**src/rtl/logic_axi4_stream_downsizer_compact_pkg.sv**
```systemverilog
// Shared types and helpers for the AXI4-Stream downsizer.
// LOGIC_AXI4_STREAM_DOWNSIZER_COMPACT_SKIP_NULL_EN turns on null-chunk skipping.
package logic_axi4_stream_downsizer_compact_pkg;
  localparam int MAX_CHUNKS = 256;

`ifdef LOGIC_AXI4_STREAM_DOWNSIZER_COMPACT_SKIP_NULL_EN
  localparam bit SKIP_NULL_EN = 1'b1;
`else
  localparam bit SKIP_NULL_EN = 1'b0;
`endif

  typedef logic [7:0] idx_t;
  typedef struct packed {
    logic found;
    idx_t idx;
  } chunk_sel_t;
  typedef enum logic {EMPTY = 1'b0, HOLD = 1'b1} state_t;

  function automatic int ratio(int rx_bytes, int tx_bytes);
    return (tx_bytes > 0) ? rx_bytes / tx_bytes : 1;
  endfunction

  function automatic int idx_width(int n);
    return (n > 1) ? $clog2(n) : 1;
  endfunction

  // Lowest set mask bit at or above position from; found=0 when none.
  function automatic chunk_sel_t next_chunk(logic [MAX_CHUNKS-1:0] mask, logic [8:0] from);
    chunk_sel_t sel;
    sel = '0;
    for (int i = MAX_CHUNKS - 1; i >= 0; i--) begin
      if (mask[i] && (i >= int'(from))) begin
        sel.found = 1'b1;
        sel.idx   = idx_t'(i);
      end
    end
    return sel;
  endfunction
endpackage

```
**src/rtl/logic_axi4_stream_if.sv**
```systemverilog
// Plain AXI4-Stream signal bundle used inside the downsizer.
interface logic_axi4_stream_if #(
  parameter int DATA_BYTES = 2,
  parameter int USER_WIDTH = 1,
  parameter int DEST_WIDTH = 1,
  parameter int ID_WIDTH   = 1
);
  logic                    tvalid;
  logic                    tready;
  logic [DATA_BYTES*8-1:0] tdata;
  logic [DATA_BYTES-1:0]   tstrb;
  logic [DATA_BYTES-1:0]   tkeep;
  logic                    tlast;
  logic [USER_WIDTH-1:0]   tuser;
  logic [DEST_WIDTH-1:0]   tdest;
  logic [ID_WIDTH-1:0]     tid;
endinterface

```
**src/rtl/logic_axi4_stream_downsizer_compact_select.sv**
```systemverilog
// Chunk mux for the held beat plus the priority encoders that pick the
// next emitted chunk (held beat) and the first emitted chunk (incoming beat).
module logic_axi4_stream_downsizer_compact_select
  import logic_axi4_stream_downsizer_compact_pkg::*;
#(
  parameter int RX_TDATA_BYTES = 8,
  parameter int TX_TDATA_BYTES = 2,
  parameter int TX_TUSER_WIDTH = 1,
  parameter int N              = 4,
  parameter int IDX_W          = 2
) (
  input  logic [RX_TDATA_BYTES*8-1:0] data,
  input  logic [RX_TDATA_BYTES-1:0]   strb,
  input  logic [RX_TDATA_BYTES-1:0]   keep,
  input  logic [N*TX_TUSER_WIDTH-1:0] user,
  input  logic [RX_TDATA_BYTES-1:0]   rx_keep,
  input  logic [IDX_W-1:0]            idx,
  output logic [TX_TDATA_BYTES*8-1:0] chunk_data,
  output logic [TX_TDATA_BYTES-1:0]   chunk_strb,
  output logic [TX_TDATA_BYTES-1:0]   chunk_keep,
  output logic [TX_TUSER_WIDTH-1:0]   chunk_user,
  output logic                        final_chunk,
  output logic [IDX_W-1:0]            next_idx,
  output logic                        first_found,
  output logic [IDX_W-1:0]            first_idx
);
  localparam int TB = TX_TDATA_BYTES;

  logic [MAX_CHUNKS-1:0] hold_mask;
  logic [MAX_CHUNKS-1:0] rx_mask;
  chunk_sel_t            sel_next;
  chunk_sel_t            sel_first;

  // Without skipping every chunk counts as non-null, so the encoder simply steps idx+1.
  always_comb begin
    hold_mask = '0;
    rx_mask   = '0;
    for (int k = 0; k < N; k++) begin
      hold_mask[k] = !SKIP_NULL_EN || (|keep[k*TB +: TB]);
      rx_mask[k]   = !SKIP_NULL_EN || (|rx_keep[k*TB +: TB]);
    end
  end

  always_comb begin
    sel_next  = next_chunk(hold_mask, 9'(idx) + 9'd1);
    sel_first = next_chunk(rx_mask, 9'd0);
  end

  assign chunk_data  = data[int'(idx)*TB*8 +: TB*8];
  assign chunk_strb  = strb[int'(idx)*TB +: TB];
  assign chunk_keep  = keep[int'(idx)*TB +: TB];
  assign chunk_user  = user[int'(idx)*TX_TUSER_WIDTH +: TX_TUSER_WIDTH];
  assign final_chunk = !sel_next.found;
  assign next_idx    = IDX_W'(sel_next.idx);
  assign first_found = sel_first.found;
  assign first_idx   = IDX_W'(sel_first.idx);
endmodule

```
**src/rtl/logic_axi4_stream_downsizer_compact.sv**
```systemverilog
// AXI4-Stream width divider: each RX beat leaves as N = RX/TX chunks, LSB chunk first.
// Define LOGIC_AXI4_STREAM_DOWNSIZER_COMPACT_SKIP_NULL_EN to drop all-null chunks.
//   state | meaning
//   EMPTY | no beat held, tx_tvalid low, ready to load
//   HOLD  | beat held, chunk idx presented on tx
module logic_axi4_stream_downsizer_compact
  import logic_axi4_stream_downsizer_compact_pkg::*;
#(
  parameter int RX_TDATA_BYTES = 8,
  parameter int TX_TDATA_BYTES = 2,
  parameter int TX_TUSER_WIDTH = 1,
  parameter int RX_TUSER_WIDTH = ratio(RX_TDATA_BYTES, TX_TDATA_BYTES) * TX_TUSER_WIDTH,
  parameter int TDEST_WIDTH    = 1,
  parameter int TID_WIDTH      = 1,
  parameter int USE_TKEEP      = 1,
  parameter int USE_TSTRB      = 1,
  parameter int USE_TLAST      = 1
) (
  input  logic                        aclk,
  input  logic                        areset_n,
  input  logic                        rx_tvalid,
  output logic                        rx_tready,
  input  logic [RX_TDATA_BYTES*8-1:0] rx_tdata,
  input  logic [RX_TDATA_BYTES-1:0]   rx_tstrb,
  input  logic [RX_TDATA_BYTES-1:0]   rx_tkeep,
  input  logic                        rx_tlast,
  input  logic [RX_TUSER_WIDTH-1:0]   rx_tuser,
  input  logic [TDEST_WIDTH-1:0]      rx_tdest,
  input  logic [TID_WIDTH-1:0]        rx_tid,
  output logic                        tx_tvalid,
  input  logic                        tx_tready,
  output logic [TX_TDATA_BYTES*8-1:0] tx_tdata,
  output logic [TX_TDATA_BYTES-1:0]   tx_tstrb,
  output logic [TX_TDATA_BYTES-1:0]   tx_tkeep,
  output logic                        tx_tlast,
  output logic [TX_TUSER_WIDTH-1:0]   tx_tuser,
  output logic [TDEST_WIDTH-1:0]      tx_tdest,
  output logic [TID_WIDTH-1:0]        tx_tid
);
  localparam int N     = ratio(RX_TDATA_BYTES, TX_TDATA_BYTES);
  localparam int IDX_W = idx_width(N);

  if (RX_TDATA_BYTES < 1 || TX_TDATA_BYTES < 1 ||
      (RX_TDATA_BYTES % ((TX_TDATA_BYTES < 1) ? 1 : TX_TDATA_BYTES)) != 0 ||
      N > MAX_CHUNKS || RX_TUSER_WIDTH != N * TX_TUSER_WIDTH) begin : g_bad_cfg
    $fatal(1, "downsizer: RX_TDATA_BYTES must be a positive multiple of TX_TDATA_BYTES");
  end

  state_t                      state;
  logic                        ready_en;
  logic [IDX_W-1:0]            idx;
  logic [RX_TDATA_BYTES*8-1:0] beat_data;
  logic [RX_TDATA_BYTES-1:0]   beat_strb;
  logic [RX_TDATA_BYTES-1:0]   beat_keep;
  logic [RX_TUSER_WIDTH-1:0]   beat_user;
  logic                        beat_last;
  logic [TDEST_WIDTH-1:0]      beat_dest;
  logic [TID_WIDTH-1:0]        beat_id;
  logic [RX_TDATA_BYTES-1:0]   rx_keep_eff;
  logic                        sel_final;
  logic [IDX_W-1:0]            sel_next_idx;
  logic                        sel_first_found;
  logic [IDX_W-1:0]            sel_first_idx;
  logic                        rx_hs;
  logic                        tx_hs;
  logic                        rx_last_eff;

  logic_axi4_stream_if #(
    .DATA_BYTES(TX_TDATA_BYTES), .USER_WIDTH(TX_TUSER_WIDTH),
    .DEST_WIDTH(TDEST_WIDTH), .ID_WIDTH(TID_WIDTH)
  ) tx_if ();

  logic_axi4_stream_downsizer_compact_select #(
    .RX_TDATA_BYTES(RX_TDATA_BYTES), .TX_TDATA_BYTES(TX_TDATA_BYTES),
    .TX_TUSER_WIDTH(TX_TUSER_WIDTH), .N(N), .IDX_W(IDX_W)
  ) u_select (
    .data(beat_data), .strb(beat_strb), .keep(beat_keep), .user(beat_user),
    .rx_keep(rx_keep_eff), .idx(idx),
    .chunk_data(tx_if.tdata), .chunk_strb(tx_if.tstrb), .chunk_keep(tx_if.tkeep),
    .chunk_user(tx_if.tuser), .final_chunk(sel_final), .next_idx(sel_next_idx),
    .first_found(sel_first_found), .first_idx(sel_first_idx)
  );

  assign rx_keep_eff  = (USE_TKEEP != 0) ? rx_tkeep : '1;
  assign rx_last_eff  = (USE_TLAST != 0) && rx_tlast;
  assign tx_if.tvalid = (state == HOLD);
  assign tx_if.tready = tx_tready;
  assign tx_if.tlast  = tx_if.tvalid && beat_last && sel_final;
  assign tx_if.tdest  = beat_dest;
  assign tx_if.tid    = beat_id;
  assign tx_hs        = tx_if.tvalid && tx_if.tready;
  // Reload in the same cycle the final chunk leaves keeps the output gap-free.
  assign rx_tready    = ready_en && ((state == EMPTY) || (tx_hs && sel_final));
  assign rx_hs        = rx_tvalid && rx_tready;

  always_ff @(posedge aclk or negedge areset_n) begin
    if (!areset_n) begin
      state     <= EMPTY;
      ready_en  <= 1'b0;
      idx       <= '0;
      beat_data <= '0;
      beat_strb <= '0;
      beat_keep <= '0;
      beat_user <= '0;
      beat_last <= 1'b0;
      beat_dest <= '0;
      beat_id   <= '0;
    end else begin
      ready_en <= 1'b1;
      if (rx_hs) begin
        beat_data <= rx_tdata;
        beat_strb <= (USE_TSTRB != 0) ? rx_tstrb : '1;
        beat_keep <= rx_keep_eff;
        beat_user <= rx_tuser;
        beat_last <= rx_last_eff;
        beat_dest <= rx_tdest;
        beat_id   <= rx_tid;
        if (sel_first_found) begin
          state <= HOLD;
          idx   <= sel_first_idx;
        end else if (rx_last_eff) begin
          state <= HOLD;  // all-null closing beat still carries tlast on chunk 0
          idx   <= '0;
        end else begin
          state <= EMPTY;
          idx   <= '0;
        end
      end else if (tx_hs) begin
        if (sel_final) begin
          state <= EMPTY;
          idx   <= '0;
        end else begin
          idx <= sel_next_idx;
        end
      end
    end
  end

  assign tx_tvalid = tx_if.tvalid;
  assign tx_tdata  = tx_if.tdata;
  assign tx_tstrb  = tx_if.tstrb;
  assign tx_tkeep  = tx_if.tkeep;
  assign tx_tlast  = (USE_TLAST != 0) && tx_if.tlast;
  assign tx_tuser  = tx_if.tuser;
  assign tx_tdest  = tx_if.tdest;
  assign tx_tid    = tx_if.tid;
endmodule
```
**config.mk**
```make
export PLATFORM = sky130hd
export DESIGN_NAME = logic_axi4_stream_downsizer_compact
export DESIGN_NICKNAME = d
export VERILOG_FILES = /design/src/rtl/logic_axi4_stream_downsizer_compact_pkg.sv /design/src/rtl/logic_axi4_stream_if.sv /design/src/rtl/logic_axi4_stream_downsizer_compact_select.sv /design/src/rtl/logic_axi4_stream_downsizer_compact.sv
export SDC_FILE = /design/constraint.sdc
export NUM_CORES = 1
export LEC_CHECK = 0
export BUFFER_PORTS_ARGS = -buffer_cell sky130_fd_sc_hd__buf_4
export CORE_MARGIN = 4
export CORE_UTILIZATION = 47
export CTS_CLUSTER_DIAMETER = 100
export DETAILED_ROUTE_END_ITERATION = 16
export GPL_ROUTABILITY_DRIVEN = 0
export PLACE_DENSITY = 0.83
export SYNTH_ARGS = -nofsm -noshare
export SYNTH_HDL_FRONTEND = slang
export SYNTH_HIERARCHICAL = 1
export SYNTH_SLANG_ARGS = --single-unit
```
**constraint.sdc**
```tcl
create_clock -name aclk -period 1.9 [get_ports aclk]
set_input_delay 0.095 -clock aclk [delete_from_list [all_inputs] [get_ports aclk]]
set_output_delay 0.095 -clock aclk [all_outputs]
set_load 0.01 [all_outputs]
```
==> results of run 1 <==
==> metrics by stage <==
step	setup TNS, ns	hold slack [ns]	std cells	util (%)	total power (uW)
CTS	0	0.09244	553	74.30	8864
detailed placement	0	0.1166	448	60.39	7066
floorplan	0	-0.2006	239	-	5689
global placement	0	0.1115	448	60.39	6920
global route	-0.1992	0.1207	554	74.20	9402
finish	0	0.09805	554	74.20	8893
==> worst max path at each step <==
stage	end	slack [ns]	cells after the start
after floorplan	beat_data[40]$_DFFE_PN0P_	0.09	7
after global placement	beat_data[56]$_DFFE_PN0P_	0.22	5
after detailed placement	beat_data[5]$_DFFE_PN0P_	0.16	5
after CTS	tx_tdata[7]	0.03	3
after global routing	beat_data[10]$_DFFE_PN0P_	-0.02	5
final	beat_data[63]$_DFFE_PN0P_	0.05	5
==> synthesized netlist by cell type (2+ instances only) <==
library cell   n  area [sq um]
nand2_1        4         15.01
and4b_1        2         20.02
conb_1         3         11.26
mux4_1         2         52.55
ha_1           2         25.02
buf_2          9         45.04
nor2_1         2         7.510
buf_6          5         56.30
mux2_4         8         120.1
buf_4          3         22.52
mux2i_1        2         20.02
a21oi_1        2         10.01
mux2_2        79         889.6
mux4_2        19         427.9
dfrtp_1       91          2277
==> routing by layer <==
metal  vias to the layer above  share of wire (%)  GRT usage [%]
met2                        88                 55          38.73
met5                         -                  0              0
met1                      1443                 37          22.82
li1                       1287                  -              -
met4                         0                2.7          7.254
met3                        19                4.8          5.398
==> area by class of cell <==
type / count / area, sq um / area share, %
clock buffers: 9 / 123.9 / 2.011
diodes: 1 / 2.502 / 0.04063
multi-input cells: 131 / 1639 / 26.62
well taps: 105 / 131.4 / 2.133
flip-flops and latches: 91 / 2278 / 37.00
clock inverters: 7 / 116.4 / 1.889
repair buffers: 210 / 1867 / 30.31
==> state kept, by name (all words and copies together) (netlist names) <==
| register | cells |
|---|---|
| tx_tvalid | 1 |
| idx | 2 |
| beat_last | 1 |
| tx_tdest | 1 |
| beat_strb | 8 |
| beat_user | 4 |
| beat_keep | 8 |
| beat_data | 64 |
| ready_en | 1 |
| tx_tid | 1 |
==> critical path: stages (launching register included) <==
cell and delay (ns):
dfrtp_2 0.46, ha_2 0.24, a21bo_2 0.15, nor2b_4 0.20, buf_12 0.28, mux2_2 0.38
==> cells by family (layout without fill, tap and decap cells) <==
group                      count (synthesis)  after routing  share of synthesized area (%)
other                                      3              5                         0.2786
muxes                                    110            110                          37.37
buffers and inverters                     17            226                          3.065
and+or+nand+nor                           11             11                          1.703
AOI/OAI and AO/OA                          4              4                         0.6191
adders and majority gates                  2              2                         0.6191
DFF                                       91             91                          56.35
==> layout by cell type (no fill, tap or decap) <==
cell type      count
nor2b_4            1
dfrtp_1           90
and4b_1            2
conb_1             4
nand2_1            4
and2_1             1
ha_1               1
clkinvlp_4         1
a21oi_1            2
ha_2               1
clkinv_2           2
buf_12             4
and3_1             1
mux2_4             8
dlygate4sd3_1     88
buf_4            117
clkbuf_8           9
nor2_1             2
mux2_2            79
dfrtp_2            1
mux4_2            21
mux2i_1            2
a21bo_2            1
clkinv_4           1
buf_16             1
o21ai_0            1
diode_2            1
bufinv_16          3
==> power breakdown <==
part,total [uW],switching (uW),internal (uW)
registers,3430,525,2900
logic,3910,1420,2490
clock network,1560,686,872
total,8890,2630,6260
==> repair_timing <==
action / 4_1_cts / 5_1_grt
buffers inserted: 0 / 0
setup endpoints to repair: 1 / 9
endpoints found under the hold margin: 128 / 0
hold buffers: 88 / 0
resized for setup: 0 / 4
cloned: 1 / 0
==> flow_summary_export.csv, run 1 <==
group,metric,value,unit
synthesis,async_flop_share,100.0,%
floorplan,die_h,100.7,microns
floorplan,row_count,33,
sta,fin_skew,0.009910,ns
synthesis,synth_edf_count,0,
global_route,grt_antenna_before_repair,1,
clock_tree,cts_root_buffer,"clkbuf_8",
place,dp_slack,0.1561,ns
sta,timing.fmax,0.5394,GHz
global_route,grt_pass1_vias,3127,
clock_tree,numClockSinks,91,
setup_path,r2r-end,"beat_data[63]$_DFFE_PN0P_",
routing,drt_pass1_iterations,4,
power_and_ir_drop,p_per_area,1444,nW/um^2
hold_path,hold_depth,3,
clock_tree,cts_made_buffers,9,
routing,drt_iter0_drc,84,
setup_path,arrival,2.09,ns
sta,hold_violations,0,
routing,ant_nets,0,
sta,slew_violations,0,
sta,layout_min_cycle_time,1.854,ns
sta,setup_ws,0.04613,ns
cells_and_area,n_fill_cell,523,
clock_tree,cts.path.max_buffers,2,
setup_path,reg2reg_slack,0.05,ns
global_route,grtUsageTotal,20.86,%
routing,wl_per_cell,18.44,microns
routing,viasPerCell,5.121,
synthesis,synth_seq_cells,91,
place,placed_cell_area,5012,sq um
synthesis,ys_warn_count,6,
floorplan,core-area,8299,sq um
setup_path,rr_worst_depth,5,
sta,rsz0062_at_grt,"yes",
floorplan,die_w,100.7,microns
sta,worst_pin_slew,0.5558,ns
cells_and_area,drive_above_1_share,55.80,%
sta,setup_viol,0,
floorplan,die_area,10150,sq um
place,io_buffers,116,
clock_tree,cts_tree,"yes",
global_route,grt_pass1_wl,15860,microns
hold_path,min_path_type,"input port to register",
power_and_ir_drop,p_leak,0.002748,uW
synthesis,yosysSeqAreaShare,56.35,%
routing,wl,10220,microns
outcome,outcome,"finished clean",
cells_and_area,nets,536,
global_route,grt_max_degree,51,
synthesis,syn_area_per_cell,16.98,sq um
place,hpwl,5655,microns
routing,num_vias,2837,
synthesis,ys.flop_type,"dfrtp_1",
setup_path,critPathCaptureType,"register",
hold_path,hold_end,"tx_tvalid$_DFFE_PN0P_",
routing,drc_errors,0,
power_and_ir_drop,ir_drop,0.7018,mV
setup_path,worstPathRequired,2.13,ns
synthesis,netlist_area,4041,sq um
setup_path,path_class,"register to register",
setup_path,r2r_start,"idx[0]$_DFFE_PN0P_",
run,maxCapViolCount,0,
sta,min_period_over_period,97.57,%
synthesis,netlist_instances,238,
clock_tree,path_clk_slew,0.09,ns
floorplan,start_util,48.70,%
cells_and_area,fin_area,6158,sq um
cells_and_area,synthToLayoutAreaGrowth,52.38,%
setup_path,cp-startpoint,"idx[0]$_DFFE_PN0P_",
hold_path,min_from,"tx_tready",
clock_tree,cts-htree-levels,3,
synthesis,yosysUniqueCellTypes,20,
setup_path,crit_path_start_kind,"register",
global_route,grt_overflow,0,
setup_path,critPathMaxFanout,49,
clock_tree,clkLatencyLatePin,0.35,ns
sta,maxSlewHeadroom,62.95,%
floorplan,boundaryPins,117,
Power figures use the tool's default switching activity.
==> run 2: changes to the inputs <==
--- a/config.mk
+++ b/config.mk
@@ -5,13 +5,14 @@
 export SDC_FILE = /design/constraint.sdc
 export NUM_CORES = 1
 export LEC_CHECK = 0
+export ABC_AREA = 1
 export BUFFER_PORTS_ARGS = -buffer_cell sky130_fd_sc_hd__buf_4
 export CORE_MARGIN = 4
-export CORE_UTILIZATION = 47
+export CORE_UTILIZATION = 49
 export CTS_CLUSTER_DIAMETER = 100
 export DETAILED_ROUTE_END_ITERATION = 16
 export GPL_ROUTABILITY_DRIVEN = 0
-export PLACE_DENSITY = 0.83
+export PLACE_DENSITY = 0.84
 export SYNTH_ARGS = -nofsm -noshare
 export SYNTH_HDL_FRONTEND = slang
 export SYNTH_HIERARCHICAL = 1
==> run 2 against run 1 <==
  * Register-to-register slack improved by 0.16 ns
  * Power rose by 11%
  * Clock skew increased by 0.00074 ns
  * Design area up 12%
  * Sequential power down 2%
  * First-iteration DRC count increased to 5.1 times the previous value
  * Global-route usage up 4.0 points
  * Combinational power increased by 30%
  * Utilization shrank 3.6 points
  * Clock power fell by 9.6%
  * Worst setup slack better by 0.054 ns
  * Critical endpoint is now tx_tdata[0]
==> flow_summary_export.csv, run 2 <==
group,metric,value,unit
outcome,outcome,"finished clean",
setup_path,slowest_stage,"dfrtp_2",
synthesis,ys_top_cells_by_area,"dfrtp_1 47%, nand2_1 21%, nand3_1 14%, inv_1 7.2%, nand2_2 2.8%",
sta,setup_viol,0,
floorplan,core-area,9729,sq um
cells_and_area,fin_area,6870,sq um
routing,viasPerCell,4.966,
cells_and_area,drive_above_1_share,20.30,%
routing,wl_met3,1067,microns
sta,min_period_over_period,94.73,%
cells_and_area,largest_reg_flops,64,
clock_tree,clkLatencyLatePin,0.37,ns
setup_path,critPathBufInv,3,
synthesis,synth_adder_area_share,0.5136,%
floorplan,die_w,107.7,microns
synthesis,synth_seq_cells,91,
synthesis,synth_edf_count,0,
synthesis,synth_top_area_share,46.74,%
synthesis,async_flop_share,100.0,%
power_and_ir_drop,p_leak,0.003870,uW
cells_and_area,diodes,0,
global_route,grt_pass1_wl,22760,microns
routing,num_vias,4916,
synthesis,yosys-top-cells-count,"268 x nand2_1, 132 x nand3_1, 94 x inv_1",
synthesis,yosysSeqAreaShare,46.74,%
sta,layout_min_cycle_time,1.800,ns
cells_and_area,nets,945,
routing,drc_errors,0,
floorplan,die_h,107.7,microns
synthesis,synth_area_leader_cell,"dfrtp_1",
sta,slew_violations,0,
sta,timing.fmax,0.5556,GHz
setup_path,worstPathRequired,1.80,ns
global_route,grt_pass1_vias,4789,
cells_and_area,top_regs,"beat_data: 64 flops, beat_keep: 8 flops, beat_strb: 8 flops",
power_and_ir_drop,p_per_area,1435,nW/um^2
place,io_buffers,116,
global_route,grt_max_degree,72,
routing,topRoutingLayerUsed,"met4",
setup_path,path_cells,"buf_4 -> buf_8 -> nand2_1 -> nand3_1 -> nand2_1 -> buf_4",
synthesis,synth-xor-area-share,0,%
synthesis,syn_area_per_cell,7.305,sq um
global_route,grt_overflow,0,
routing,wl_met1,5867,microns
setup_path,arrival,1.70,ns
synthesis,muxShareOfSynthArea,0,%
setup_path,critPathCaptureType,"output port",
cells_and_area,synthToLayoutAreaGrowth,41.01,%
routing,wl,14290,microns
synthesis,ys_warn_count,6,
synthesis,synth_top_family_by_area,"simple AND/OR/NAND/NOR gates",
run,maxCapViolCount,0,
setup_path,crit_path_start_kind,"register",
setup_path,path_class,"register to output port",
place,placed_cell_area,5739,sq um
floorplan,start_util,50.08,%
floorplan,row_count,36,
power_and_ir_drop,power,9861,uW
global_route,grt_antenna_before_repair,0,
clock_tree,cts_tree,"yes",
synthesis,netlist_area,4872,sq um
global_route,grtUsageTotal,24.87,%
sta,hold_violations,0,
synthesis,netlist_instances,667,
clock_tree,cts-htree-levels,3,
floorplan,boundaryPins,117,
sta,rsz0062_at_grt,"no",
setup_path,critPathTopFamily,"buffers and inverters",
hold_path,min_path_type,"input port to register",
cells_and_area,mostFrequentLayoutCells,"268 x nand2_1, 131 x nand3_1, 126 x buf_4, 93 x inv_1, 90 x dfrtp_1",
clock_tree,cts_root_buffer,"clkbuf_8",
clock_tree,path_clk_slew,0.08,ns
setup_path,critPathMaxFanout,30,
power_and_ir_drop,ir_drop,0.6797,mV
synthesis,synthSimpleGateAreaFrac,37.57,%
clock_tree,cts_made_buffers,9,
routing,ant_nets,0,
floorplan,die_area,11600,sq um
routing,wl_per_cell,14.44,microns
synthesis,synth_compound_area_share,0.6934,%
routing,drt_pass1_iterations,6,
sta,fin_skew,0.01065,ns
sta,final.setup.tns,0,ns
synthesis,yosysUniqueCellTypes,19,
cells_and_area,layout_commonest_cell,"nand2_1",
synthesis,yosysMostFrequentCell,"nand2_1",
routing,wl_met2,7125,microns
synthesis,ys.flop_type,"dfrtp_1",
setup_path,cpPeakStageDelay,0.36,ns
cells_and_area,regMostFlops,"beat_data",
routing,drt_iter0_drc,426,
cells_and_area,n_fill_cell,743,
clock_tree,cts.path.max_buffers,2,
clock_tree,numClockSinks,91,
place,hpwl,8805,microns
[run 2: cell count changes after synthesis, moves of 5 or more]
cell,previous run,this run
nand2_1,4,268
nand3_1,0,132
inv_1,0,94
mux2_2,79,0
nand2_2,0,22
mux4_2,19,0
buf_4,3,14
clkbuf_1,0,8
mux2_4,8,0
buf_6,5,10
[run 2: worst min-delay path: stages]
cell     delay (ns)
buf_4          0.08
nand3_1        0.09
nand2_1        0.07
[run 2: cell families after synthesis]
kind of cell	after synthesis
flops	91
other cells	3
simple gates	427
compound gates	4
fa+ha+maj	2
buf+inv	140
[run 2: routing by layer]
layer  GRT usage, %  up-vias
met3          5.219       28
met1          31.82     2273
met4          7.033        0
met2          42.58      236
met5              0        -
li1               -     2379
[run 2: final timing paths]
| kind | cells past startpoint | start | slack [ns] | end |
|---|---|---|---|---|
| max in group asynchronous | 3 | areset_n | 1.16 | beat_data[2]$_DFFE_PN0P_ |
| worst min register to register | 2 | beat_data[31]$_DFFE_PN0P_ | 0.48 | beat_data[31]$_DFFE_PN0P_ |
| min in group asynchronous | 2 | areset_n | 0.15 | beat_strb[2]$_DFFE_PN0P_ |
| worst max register to register | 7 | idx[1]$_DFFE_PN0P_ | 0.21 | beat_data[53]$_DFFE_PN0P_ |
| worst max-delay path | 6 | idx[0]$_DFFE_PN0P_ | 0.10 | tx_tdata[0] |
| worst min-delay path | 3 | rx_tdata[58] | 0.006 | beat_data[58]$_DFFE_PN0P_ |
[run 2: timing repair]
action | CTS | global route
buffers inserted | 0 | 6
cloned | 0 | 0
hold buffers | 85 | 0
endpoints found under the setup margin | 15 | 18
endpoints found under the hold margin | 175 | 0
resized for setup | 3 | 4
[run 2: layout make-up]
cell class	instances	area, sq um	share of cell area, %
Sequential cell	91	2278	33.16
Timing Repair Buffer	218	1932	28.12
Multi-Input combinational cell	437	1917	27.90
Inverter	95	367.9	5.354
Tap cell	133	166.4	2.422
Clock buffer	11	131.4	1.912
Clock inverter	5	77.57	1.129
[run 2: power by group]
group / switching (uW) / total (uW) / internal [uW]
combinational: 2950 / 5100 / 2150
clock: 670 / 1410 / 738
sequential: 515 / 3350 / 2840
[run 2: through the flow]
| step | hold slack, ns | instances | utilization [%] | setup WS [ns] |
|---|---|---|---|---|
| after floorplan | -0.2006 | 668 | - | 0.5054 |
| after detailed placement | 0.01604 | 883 | 58.99 | 0.2946 |
| after global routing | 0.008549 | 990 | 70.61 | 0.0003586 |
| after global placement | 0.01378 | 883 | 58.99 | 0.3804 |
| after CTS | 0.002341 | 984 | 70.00 | 0.02726 |
| final | 0.005670 | 990 | 70.61 | 0.1001 |
